===== config.mk =====
export PLATFORM = sky130hd
export DESIGN_NAME = local_bus_arbiter
export DESIGN_NICKNAME = d
export VERILOG_FILES = /design/src/rtl/local_bus_arbiter.sv
export SDC_FILE = /design/constraint.sdc
export NUM_CORES = 1
export LEC_CHECK = 0
export CORE_MARGIN = 2
export CORE_UTILIZATION = 35
export CTS_BUF_LIST = sky130_fd_sc_hd__clkbuf_4
export DETAILED_ROUTE_END_ITERATION = 8
export SYNTH_ARGS = -nofsm -noshare
export SYNTH_HDL_FRONTEND = slang
export SYNTH_SLANG_ARGS = --single-unit

===== constraint.sdc =====
create_clock -name CLK_50M -period 2.2 [get_ports CLK_50M]
set_clock_uncertainty 0.1 [all_clocks]
set_input_delay 0.33 -clock CLK_50M [delete_from_list [all_inputs] [get_ports CLK_50M]]
set_output_delay 0.33 -clock CLK_50M [all_outputs]
set_load 0.01 [all_outputs]

===== src/rtl/local_bus_arbiter.sv =====
// Local bus arbiter: Zorro slave vs NCR DMA, with Zorro III mastership sequencing.
// Optional DMA watchdog enabled by defining DMA_WATCHDOG_EN.
module local_bus_arbiter #(
  parameter int SYNC_STAGES    = 2,
  parameter int MAX_DMA_CYCLES = 64,
  parameter int HOLDOFF_CYCLES = 16,
  parameter int TIMEOUT_CYCLES = 4096
) (
  input  logic       CLK_50M,
  input  logic       IORST_n,
  input  logic       slave_req,
  input  logic       slave_done,
  output logic       slave_gnt,
  input  logic       SBR_n,
  output logic       SBG_n,
  input  logic       MASTER_n,
  output logic       zbr_n,
  input  logic       zbg_n,
  input  logic       zfcs_n,
  input  logic       dma_cycle_end,
  output logic       dma_abort,
  output logic       bmaster,
  output logic       mybus_n,
  output logic [1:0] owner,
  output logic       wd_fired
);
  typedef enum logic [2:0] {
    IDLE, SLAVE, ZREQ, LGNT, DMA, DRAIN, RELEASE, HOLDOFF
  } state_t;

  localparam int HW = $clog2(HOLDOFF_CYCLES + 1);
  localparam logic [6:0] QMAX = 7'(MAX_DMA_CYCLES);
  localparam logic [HW-1:0] HLAST = HW'(HOLDOFF_CYCLES - 1);

  state_t state, nxt, ret;
  logic [3:0] sync_q [SYNC_STAGES];
  logic sbr_s, master_s, zbg_s, zfcs_s;
  logic [6:0] cnt, cnt_nx;
  logic [HW-1:0] hcnt;
  logic quota_q, abort_q, quota_hit, wd_to;
  logic gnt_d, sbg_d, zbr_d, bm_d, mybus_d, abort_d;
  logic [1:0] owner_d;

  assign {sbr_s, master_s, zbg_s, zfcs_s} = sync_q[SYNC_STAGES-1];
  assign cnt_nx = cnt + 7'(dma_cycle_end);
  assign quota_hit = cnt_nx >= QMAX;

  always_ff @(posedge CLK_50M or negedge IORST_n) begin
    if (!IORST_n) begin
      for (int i = 0; i < SYNC_STAGES; i++) sync_q[i] <= '1;
    end else begin
      sync_q[0] <= {SBR_n, MASTER_n, zbg_n, zfcs_n};
      for (int i = 1; i < SYNC_STAGES; i++) sync_q[i] <= sync_q[i-1];
    end
  end

  always_ff @(posedge CLK_50M or negedge IORST_n) begin
    if (!IORST_n) begin
      state     <= IDLE;
      ret       <= IDLE;
      cnt       <= '0;
      hcnt      <= '0;
      quota_q   <= 1'b0;
      abort_q   <= 1'b0;
      slave_gnt <= 1'b0;
      SBG_n     <= 1'b1;
      zbr_n     <= 1'b1;
      bmaster   <= 1'b0;
      mybus_n   <= 1'b1;
      dma_abort <= 1'b0;
      owner     <= 2'b00;
    end else begin
      state     <= nxt;
      slave_gnt <= gnt_d;
      SBG_n     <= sbg_d;
      zbr_n     <= zbr_d;
      bmaster   <= bm_d;
      mybus_n   <= mybus_d;
      dma_abort <= abort_d;
      owner     <= owner_d;
      if (nxt == SLAVE && state != SLAVE) ret <= state;
      if (state == LGNT) cnt <= '0;
      else if (state == DMA) cnt <= cnt_nx;
      if (state == RELEASE) hcnt <= '0;
      else if (state == HOLDOFF && nxt == HOLDOFF) hcnt <= hcnt + HW'(1);
      if (state == DMA && quota_hit) quota_q <= 1'b1;
      else if (state == IDLE) quota_q <= 1'b0;
      if (state == DMA && nxt == DRAIN) abort_q <= quota_hit || wd_to;
    end
  end

  always_comb begin
    nxt = state;
    unique case (state)
      IDLE:    if (slave_req) nxt = SLAVE;
               else if (!sbr_s) nxt = ZREQ;
      SLAVE:   if (slave_done) nxt = ret;
      ZREQ:    if (slave_req) nxt = SLAVE;
               else if (!zbg_s && zfcs_s) nxt = LGNT;
               else if (sbr_s) nxt = IDLE;
      LGNT:    if (!master_s) nxt = DMA;
               else if (wd_to) nxt = RELEASE;
      DMA:     if (quota_hit || sbr_s || wd_to) nxt = DRAIN;
      DRAIN:   if (master_s) nxt = RELEASE;
      RELEASE: nxt = quota_q ? HOLDOFF : IDLE;
      HOLDOFF: if (slave_req) nxt = SLAVE;
               else if (hcnt == HLAST) nxt = IDLE;
      default: nxt = IDLE;
    endcase
  end

  // Outputs are decoded from the next state so they register with it.
  always_comb begin
    gnt_d   = nxt == SLAVE;
    zbr_d   = !(nxt == ZREQ ||
                (nxt == SLAVE &&
                 (state == SLAVE ? ret == ZREQ : state == ZREQ)));
    sbg_d   = !(nxt inside {LGNT, DMA, DRAIN});
    bm_d    = nxt inside {LGNT, DMA, DRAIN, RELEASE};
    mybus_d = !(nxt inside {DMA, DRAIN});
    abort_d = nxt == DRAIN &&
              (state == DRAIN ? abort_q : (quota_hit || wd_to));
    owner_d = 2'b00;
    if (nxt == SLAVE) owner_d = 2'b01;
    else if (nxt inside {LGNT, DMA, DRAIN}) owner_d = 2'b10;
    else if (nxt == RELEASE) owner_d = 2'b11;
  end

`ifdef DMA_WATCHDOG_EN
  localparam int WW = $clog2(TIMEOUT_CYCLES + 1);
  localparam logic [WW-1:0] WLAST = WW'(TIMEOUT_CYCLES - 1);
  logic [WW-1:0] wd_cnt;

  assign wd_to = wd_cnt == WLAST &&
                 ((state == LGNT && master_s) ||
                  (state == DMA && !dma_cycle_end));

  always_ff @(posedge CLK_50M or negedge IORST_n) begin
    if (!IORST_n) begin
      wd_cnt   <= '0;
      wd_fired <= 1'b0;
    end else begin
      if (nxt != state || dma_cycle_end) wd_cnt <= '0;
      else if (state == LGNT || state == DMA) wd_cnt <= wd_cnt + WW'(1);
      if (wd_to) wd_fired <= 1'b1;
    end
  end
`else
  assign wd_to    = 1'b0;
  assign wd_fired = 1'b0;
`endif
endmodule


==> reports/results.ini, run 1 <==
[grt]
grt_max_degree = 37
grt_pass1_vias = 1298
antenna_found_initial = 0
grt-ovfl-total = 0
grt_usage_pct = 13.4
grt_pass1_wl_um = 5690

[drt]
avgViaCountPerCell = 4.68
ant_nets = 0
drc = 0
drtIter0Drc = 74
firstDrtPassIters = 4
wire_per_inst_um = 11.8
via_count = 1250
wl_um = 3150

[power]
leakagePower_nw = 0.952
power.switching_mw = 1.07
p_clk_share_pct = 12.1
p_int_mw = 1.76
p_per_area_nw_per_um2 = 1290
combPwrFrac_pct = 52.1
p_seq_share_pct = 35.8
peakVddDrop_mv = 0.621
sw_frac_of_total_pct = 37.8
power_mw = 2.83

[critical_path]
critical_path_class = register to register
crit_arrival_ns = 2.49
worst_ep_required_time_ns = 2.37
endpoint_kind = register
rr_startpoint = hcnt[1]
worstReg2RegEnd = zbr_n
start_kind = register
r2r_setup_slack_ns = -0.12
cp_max_fo = 6
r2r_cells = 9

[place]
finalWeightedCongestion = 0.864
dp.cells = 255
io_buffers = 16
dp_slack_ns = -0.242
dp_hpwl_um = 2310

[job]
cap_violations = 0

[sta]
setup_viol = 11
drv_slew = 0
period_minus_slack_ns = 2.32
layout_setup_ws_ns = -0.120
setup-tns-final_ns = -0.806
clock.fmax_mhz = 431
fin_crit_sh_pct = 105
hold_violations = 0
rsz0062_at_grt = true

[floorplan]
die-width_um = 74.5
die-area_um2 = 5550
initial_utilization_pct = 36.6
core-area_um2 = 4750
io_pins = 18
die_h_um = 74.5
row_count = 25

[clock_network]
cts.sinks = 36
cts_buffers = 5
ctsRootBufferMaster = clkbuf_4
clk_latency_ns = 0.34
clkTransAtPathRegs_ns = 0.11
cts_buffer_depth = 2
ctsHoldBuffers = 0
h-tree-depth = 2
cts_tree = done

[cells_and_area]
final_nets = 212
areaGrowthSynthToFinish_pct = 26.0
fin_cells = 267
n_antenna_cell = 0
drive_gt1_share_pct = 30.0

[synth]
yosysWarningCount = 0
postSynthCellCount = 162
ys_types = 48
synth.avg_cell_area_um2 = 10.7
synth_fp_nets = 175
synth_edf_count = 0
synth-async-reset-ratio_pct = 100
yosysSeqAreaShare_pct = 52.6
syn_area_um2 = 1740
ys_ff_latch = 36
synthFlopType = dfrtp_1

[outcome]
status = finished with violations
violations = negative setup slack

[hold_path]
whs_endpoint = master_s
hold_start = sync_q[6]
hp-class = register to register
min_path_cells = 0

## timing repair
item | CTS | global route
pin swaps | 3 | 4
gates resized for setup | 2 | 5
setup endpoints to repair | 11 | 11
setup buffers | 3 | 1
## cell usage after synthesis (2+ instances only)
library cell / instances / area (um2)
a211oi_1: 2 / 15.0
a21oi_1: 7 / 35.0
a22o_1: 2 / 17.5
a2bb2oi_1: 2 / 17.5
buf_4: 3 / 22.5
buf_6: 3 / 33.8
dfrtp_1: 25 / 626
dfstp_2: 11 / 289
ha_1: 4 / 50.1
inv_1: 8 / 30.0
mux2i_1: 3 / 30.0
nand2_1: 17 / 63.8
nand2b_1: 3 / 18.8
nand3_1: 8 / 40.0
nand4_1: 4 / 25.0
nor2_1: 11 / 41.3
nor2b_1: 4 / 25.0
nor3_1: 7 / 35.0
nor3b_1: 2 / 15.0
o21ai_0: 5 / 25.0
xnor2_1: 3 / 26.3
xor2_1: 2 / 17.5
## power by group through the flow
stage	clock network, mW	logic, mW	registers, mW
floorplan	0	0.960	0.979
global placement	0	1.29	1.02
detailed placement	0	1.32	1.02
CTS	0.363	1.42	1.01
global route	0.392	1.63	1.04
finish	0.343	1.48	1.01
## cells by family after synthesis
logic type / Yosys count / synth area share [%]
AOI/OAI and AO/OA: 31 / 14.6
xor gates and xnor gates: 5 / 2.52
adders and majority gates: 4 / 2.88
buffers and inverters: 17 / 5.76
DFF: 36 / 52.6
muxes: 3 / 1.73
other: 1 / 0.216
and+or+nand+nor: 65 / 19.7
## through the flow
step | area [um2] | hold WS [ns] | util, %
after CTS | 2170 | 0.262 | 45.6
after global placement | 2080 | 0.245 | 43.7
after detailed placement | 2080 | 0.247 | 43.7
final | 2190 | 0.261 | 46.1
after floorplan | 1760 | -0.0656 | -
after global routing | 2190 | 0.260 | 46.1
## how the worst max path moves through the flow
| stage | end | cells past startpoint | slack (ns) | from |
|---|---|---|---|---|
| 2_1_floorplan | ret[1] | 11 | -0.03 | hcnt[0] |
| 3_3_place_gp | owner[1] | 9 | -0.18 | dma_cycle_end |
| 3_5_place_dp | bmaster | 9 | -0.24 | dma_cycle_end |
| 4_1_cts | ret[1] | 10 | -0.10 | hcnt[1] |
| 5_1_grt | ret[1] | 9 | -0.22 | hcnt[1] |
| 6_report | zbr_n | 9 | -0.12 | hcnt[1] |
## layout by cell type, fill, tap and decap left out, types with 3 or more instances in the layout
| cell type | Yosys | layout |
|---|---|---|
| mux2i_1 | 3 | 3 |
| nand2_1 | 17 | 16 |
| dfrtp_1 | 25 | 25 |
| buf_4 | 3 | 22 |
| nand2b_1 | 3 | 3 |
| nand3_1 | 8 | 7 |
| dfstp_2 | 11 | 11 |
| nor2b_1 | 4 | 4 |
| nand4_1 | 4 | 4 |
| clkdlybuf4s50_1 | 0 | 16 |
| a21oi_1 | 7 | 7 |
| clkbuf_4 | 0 | 6 |
| o21ai_0 | 5 | 4 |
| inv_1 | 8 | 7 |
| nor3_1 | 7 | 7 |
| nor2_1 | 11 | 11 |
## routing by layer
layer	global-route usage, %	routed length (um)	vias up
li1	-	-	636
met1	16.5	1450	589
met2	21.8	1510	21
met3	4.61	148	4
met4	4.76	44	0
met5	0	0	-
## registers in the layout, summed over array words and instances (netlist names)
signal     count
SBG_n          1
abort_q        1
bmaster        1
cnt            7
dma_abort      1
hcnt           5
master_s       1
mybus_n        1
owner          2
quota_q        1
ret            3
sbr_s          1
slave_gnt      1
state          3
sync_q         6
zbr_n          1
## cell type report
class,count,area [um2]
flip-flops and latches,36,915
clock inverters,2,11.3
multi-input cells,109,776
repair buffers,38,325
inverters,9,33.8
fillers,448,2560
clock buffers,6,45.0
well taps,67,83.8
## critical path, stage by stage (launching register included)
cell and delay (ns):
dfrtp_1 0.40, ha_2 0.19, and3_4 0.18, ha_4 0.15, or3b_1 0.37, a211oi_2 0.30
a311o_2 0.25, buf_4 0.14, nor3_1 0.04, a21oi_1 0.14
(Power assumes the default switching activity.)
==> run 2: changes to the inputs <==
--- a/constraint.sdc
+++ b/constraint.sdc
@@ -3,3 +3,3 @@
 set_input_delay 0.33 -clock CLK_50M [delete_from_list [all_inputs] [get_ports CLK_50M]]
 set_output_delay 0.33 -clock CLK_50M [all_outputs]
-set_load 0.01 [all_outputs]
+set_load 0.1 [all_outputs]
==> reports/results.ini, run 2 (synthesized netlist as in run 1, its figures left out) <==
[critical_path]
crit_arrival_ns = 2.45  ; was 2.49 ns
worst_ep_required_time_ns = 2.34  ; was 2.37 ns
critical_path_class = register to register  ; unchanged
r2r_cells = 9  ; unchanged
start_kind = register  ; unchanged
endpoint_kind = register  ; unchanged
cp_max_fo = 7  ; was 6

[cells_and_area]
final_common_cell = buf_4  ; was dfrtp_1
utilization_pct = 45.2  ; was 46.1%
final_cell_mix = buf_4, dfrtp_1, nand2_1, dfstp_2, nor2_1  ; was dfrtp_1, buf_4, nand2_1, clkdlybuf4s50_1
final_nets = 208  ; was 212
final_area_um2 = 2150  ; was 2190 um2
fin_cells = 263  ; was 267
regMostFlops = cnt  ; unchanged
largest_register_ffs = 7  ; unchanged
n_antenna_cell = 0  ; unchanged
drive_gt1_share_pct = 33.7  ; was 30.0%
reg_top3 = cnt x7, sync_q x6, hcnt x5  ; unchanged
areaGrowthSynthToFinish_pct = 23.5  ; was 26.0%

[drt]
wire_per_inst_um = 12.6  ; was 11.8 um
met2_length_um = 1660  ; was 1510 um
highest-signal-layer = met4  ; unchanged
drtIter0Drc = 122  ; was 74
via_count = 1288  ; was 1250
drt-met1-wl_um = 1460  ; was 1450 um
wl_met3_um = 124  ; was 148 um
drc = 0  ; unchanged
avgViaCountPerCell = 4.90  ; was 4.68
firstDrtPassIters = 4  ; unchanged
ant_nets = 0  ; unchanged
wl_um = 3300  ; was 3150 um

[clock_network]
ctsRootBufferMaster = clkbuf_4  ; unchanged
cts_buffer_depth = 2  ; unchanged
h-tree-depth = 2  ; unchanged
clkTransAtPathRegs_ns = 0.12  ; was 0.11 ns
clk_latency_ns = 0.34  ; about the same
cts_tree = done  ; unchanged
cts_buffers = 5  ; unchanged
postCtsSetupBuffers = 0  ; was 3
cts.sinks = 36  ; unchanged
ctsHoldBuffers = 0  ; unchanged

[place]
place_area_um2 = 2060  ; was 2080 um2
dp_hpwl_um = 2440  ; was 2310 um
io_buffers = 16  ; unchanged
finalWeightedCongestion = 0.876  ; was 0.864
dp.cells = 255  ; unchanged
dp_slack_ns = -0.262  ; was -0.242 ns

[job]
cap_violations = 0  ; unchanged

[sta]
fin_crit_sh_pct = 105  ; about the same
layout_setup_ws_ns = -0.110  ; was -0.120 ns
period_minus_slack_ns = 2.31  ; was 2.32 ns
drv_slew = 0  ; unchanged
clock.fmax_mhz = 433  ; was 431 MHz
hold_violations = 0  ; unchanged
rsz0062_at_grt = true  ; unchanged
setup_viol = 11  ; unchanged

[power]
peakVddDrop_mv = 0.630  ; was 0.621 mV
p_per_area_nw_per_um2 = 1460  ; was 1290 nW/um2
power_mw = 3.13  ; was 2.83 mW
leakagePower_nw = 0.941  ; was 0.952 nW

[floorplan]
initial_utilization_pct = 36.6  ; unchanged
die-area_um2 = 5550  ; unchanged
core-area_um2 = 4750  ; unchanged
die_h_um = 74.5  ; unchanged
io_pins = 18  ; unchanged
row_count = 25  ; unchanged
die-width_um = 74.5  ; unchanged

[grt]
antenna_found_initial = 0  ; unchanged
grt_usage_pct = 14.0  ; was 13.4%
grt_max_degree = 37  ; unchanged
grt_pass1_vias = 1321  ; was 1298
grt-ovfl-total = 0  ; unchanged
grt_pass1_wl_um = 5820  ; was 5690 um

[outcome]
status = finished with violations  ; unchanged
violations = negative setup slack  ; unchanged

[hold_path]
hp-class = register to register  ; unchanged
min_path_cells = 0  ; unchanged

## run 2: final cells by class
class | instances | area, um2
Clock buffer | 5 | 37.5
Timing Repair Buffer | 34 | 275
Sequential cell | 36 | 915
Multi-Input combinational cell | 109 | 783
Tap cell | 67 | 83.8
Clock inverter | 3 | 18.8
Inverter | 9 | 33.8
Fill cell | 459 | 2610
## run 2: path summary, 6_finish.rpt
kind,endpoint,slack [ns],startpoint
max reg2reg,ret[1],-0.11,hcnt[1]
max in group asynchronous,SBG_n,1.37,IORST_n
max,ret[1],-0.11,hcnt[1]
min,master_s,0.26,sync_q[6]
min reg2reg,master_s,0.26,sync_q[6]
min in group asynchronous,ret[2],0.30,IORST_n
## run 2: stage by stage
step,hold slack [ns],setup TNS [ns]
floorplan,-0.0656,-0.0699
global placement,0.245,-1.40
detailed placement,0.247,-2.10
CTS,0.265,-0.575
global route,0.242,-1.63
finish,0.264,-0.678
## run 2: timing repair
action | 4_1_cts | 5_1_grt
pin swaps | 2 | 3
endpoints found under the setup margin | 11 | 11
gates cloned | 0 | 0
resized for setup | 2 | 5
## run 2: per-layer routing
metal | vias to the layer above | track usage [%]
li1 | 628 | -
met1 | 631 | 16.9
met2 | 24 | 23.9
met3 | 5 | 4.20
met4 | 0 | 4.96
met5 | - | 0
## run 2: critical path: stages, from the launching register on
cell	delay, ns
dfrtp_1	0.40
ha_2	0.19
and3_4	0.18
ha_4	0.16
or3b_4	0.38
a211oi_4	0.27
a311o_2	0.25
nor2_4	0.06
nand3_2	0.12
o211ai_2	0.10
## run 2: where the power goes
part	leakage [nW]	internal, mW	switching, mW
sequential	0.441	0.868	0.148
combinational	0.464	0.670	1.09
clock	0.0349	0.123	0.231
total	0.941	1.66	1.47
==> run 3: changes to the inputs <==
CAP_MARGIN = 40   (was unset)
CORE_UTILIZATION = 40   (was 35)
==> reports/results.ini, run 3 (synthesized netlist as in run 1, its figures left out) <==
[drt]
firstDrtPassIters = 4  ; unchanged
wire_per_inst_um = 12.6  ; about the same
via_count = 1299  ; was 1288
avgViaCountPerCell = 5.11  ; was 4.90
ant_nets = 0  ; unchanged
drc = 0  ; unchanged
drtIter0Drc = 69  ; was 122
wl_um = 3200  ; was 3300 um

[place]
dp_slack_ns = -0.273  ; was -0.262 ns
dp_hpwl_um = 2270  ; was 2440 um
io_buffers = 16  ; unchanged
finalWeightedCongestion = 0.828  ; was 0.876

[cells_and_area]
reg_top3 = cnt x7, sync_q x6, hcnt x5  ; unchanged
regMostFlops = cnt  ; unchanged
final_cell_mix = buf_4, dfrtp_1, nand2_1, dfstp_2, nor2_1  ; unchanged
largest_register_ffs = 7  ; unchanged
final_nets = 216  ; was 208
n_antenna_cell = 0  ; unchanged
areaGrowthSynthToFinish_pct = 25.4  ; was 23.5%
drive_gt1_share_pct = 34.8  ; was 33.7%
utilization_pct = 53.3  ; was 45.2%
final_common_cell = buf_4  ; unchanged

[sta]
period_minus_slack_ns = 2.32  ; was 2.31 ns
fin_crit_sh_pct = 105  ; about the same
setup_viol = 13  ; was 11
layout_setup_ws_ns = -0.121  ; was -0.110 ns
drv_slew = 0  ; unchanged
rsz0062_at_grt = true  ; unchanged
hold_violations = 0  ; unchanged
clock.fmax_mhz = 431  ; was 433 MHz

[critical_path]
endpoint_kind = register  ; unchanged
start_kind = register  ; unchanged
crit_arrival_ns = 2.50  ; was 2.45 ns
critical_path_class = register to register  ; unchanged
worst_ep_required_time_ns = 2.38  ; was 2.34 ns
cp_max_fo = 7  ; unchanged

[floorplan]
die-width_um = 69.9  ; was 74.5 um
core-area_um2 = 4090  ; was 4750 um2
die-area_um2 = 4890  ; was 5550 um2
io_pins = 18  ; unchanged
row_count = 23  ; was 25
initial_utilization_pct = 42.5  ; was 36.6%
die_h_um = 69.9  ; was 74.5 um

[outcome]
status = finished with violations  ; unchanged
violations = negative setup slack  ; unchanged

[grt]
grt_max_degree = 37  ; unchanged
grt_pass1_vias = 1287  ; was 1321
grt_usage_pct = 14.3  ; was 14.0%
antenna_found_initial = 0  ; unchanged
grt_pass1_wl_um = 5570  ; was 5820 um
grt-ovfl-total = 0  ; unchanged

[job]
cap_violations = 0  ; unchanged

[clock_network]
clkTransAtPathRegs_ns = 0.10  ; was 0.12 ns
cts_tree = done  ; unchanged
h-tree-depth = 2  ; unchanged
cts_buffers = 5  ; unchanged
ctsRootBufferMaster = clkbuf_4  ; unchanged
clk_latency_ns = 0.34  ; about the same
cts.sinks = 36  ; unchanged
cts_buffer_depth = 2  ; unchanged
ctsHoldBuffers = 0  ; unchanged

[hold_path]
hp-class = register to register  ; unchanged

[power]
leakagePower_nw = 0.978  ; was 0.941 nW
peakVddDrop_mv = 0.460  ; was 0.630 mV
p_per_area_nw_per_um2 = 1480  ; was 1460 nW/um2

[run 3: cell types whose count changed in the layout (fill, tap and decap cells not counted), sizes merged]
cell,previous run,this run
buf,26,34
clkinv,3,1
clkbuf,5,7
[run 3: metrics by stage]
stage                     power [mW]  hold slack [ns]  cells  cell area [um2]  TNS [ns]
after global placement          2.69            0.246    240             2050     -1.63
final                           3.23            0.259    254             2180     -1.04
after floorplan                 2.32          -0.0656    162             1760   -0.0699
after CTS                       3.14            0.261    251             2130    -0.494
after global routing            3.44            0.262    254             2180     -2.05
after detailed placement        2.73            0.247    240             2050     -2.02
[run 3: cell type report]
type / instances / area [um2]
fill: 364 / 1910
multi-input combinational: 109 / 766
inverter: 9 / 33.8
tap: 50 / 62.6
clock buffer: 7 / 52.6
timing repair buffer: 42 / 347
sequential: 36 / 915
clock inverter: 1 / 3.75
[run 3: power breakdown]
group          total, mW  switching [mW]  internal [mW]  leakage (nW)
clock              0.350           0.202          0.147        0.0338
sequential          1.03           0.159          0.868         0.441
combinational       1.85            1.08          0.768         0.503
total               3.23            1.44           1.78         0.978
[run 3: routing by layer]
layer	global-route usage [%]	vias up	routed length [um]	share of wire, %
met2	22.9	32	1510	47
met3	4.18	10	144	4.5
li1	-	643	-	-
met4	7.69	0	78	2.4
met1	17.5	614	1470	46
met5	0	-	0	0
[run 3: repair_timing]
action | CTS | global route
endpoints found under the setup margin | 11 | 13
pin swaps | 3 | 2
buffers inserted | 3 | 4
gates resized for setup | 1 | 6
[run 3: worst max-delay path, stage by stage, from the launching register on]
cell and delay (ns):
dfrtp_1 0.40, ha_2 0.19, and3_4 0.18, ha_4 0.15, or3b_4 0.38, a211oi_4 0.27
a311o_2 0.26, nor2_4 0.06, nand2_2 0.09, inv_2 0.05, o211ai_2 0.12
[run 3: worst paths after layout]
path / endpoint / slack [ns] / startpoint / depth (start not counted)
max in group asynchronous: sync_q[6] / 1.35 / IORST_n / 2
setup / recovery: ret[1] / -0.12 / hcnt[1] / 10
setup reg to reg: ret[1] / -0.12 / hcnt[1] / 10
min in group asynchronous: slave_gnt / 0.29 / IORST_n / 2
hold reg to reg: master_s / 0.26 / sync_q[6] / 0
hold / removal: master_s / 0.26 / sync_q[6] / 0
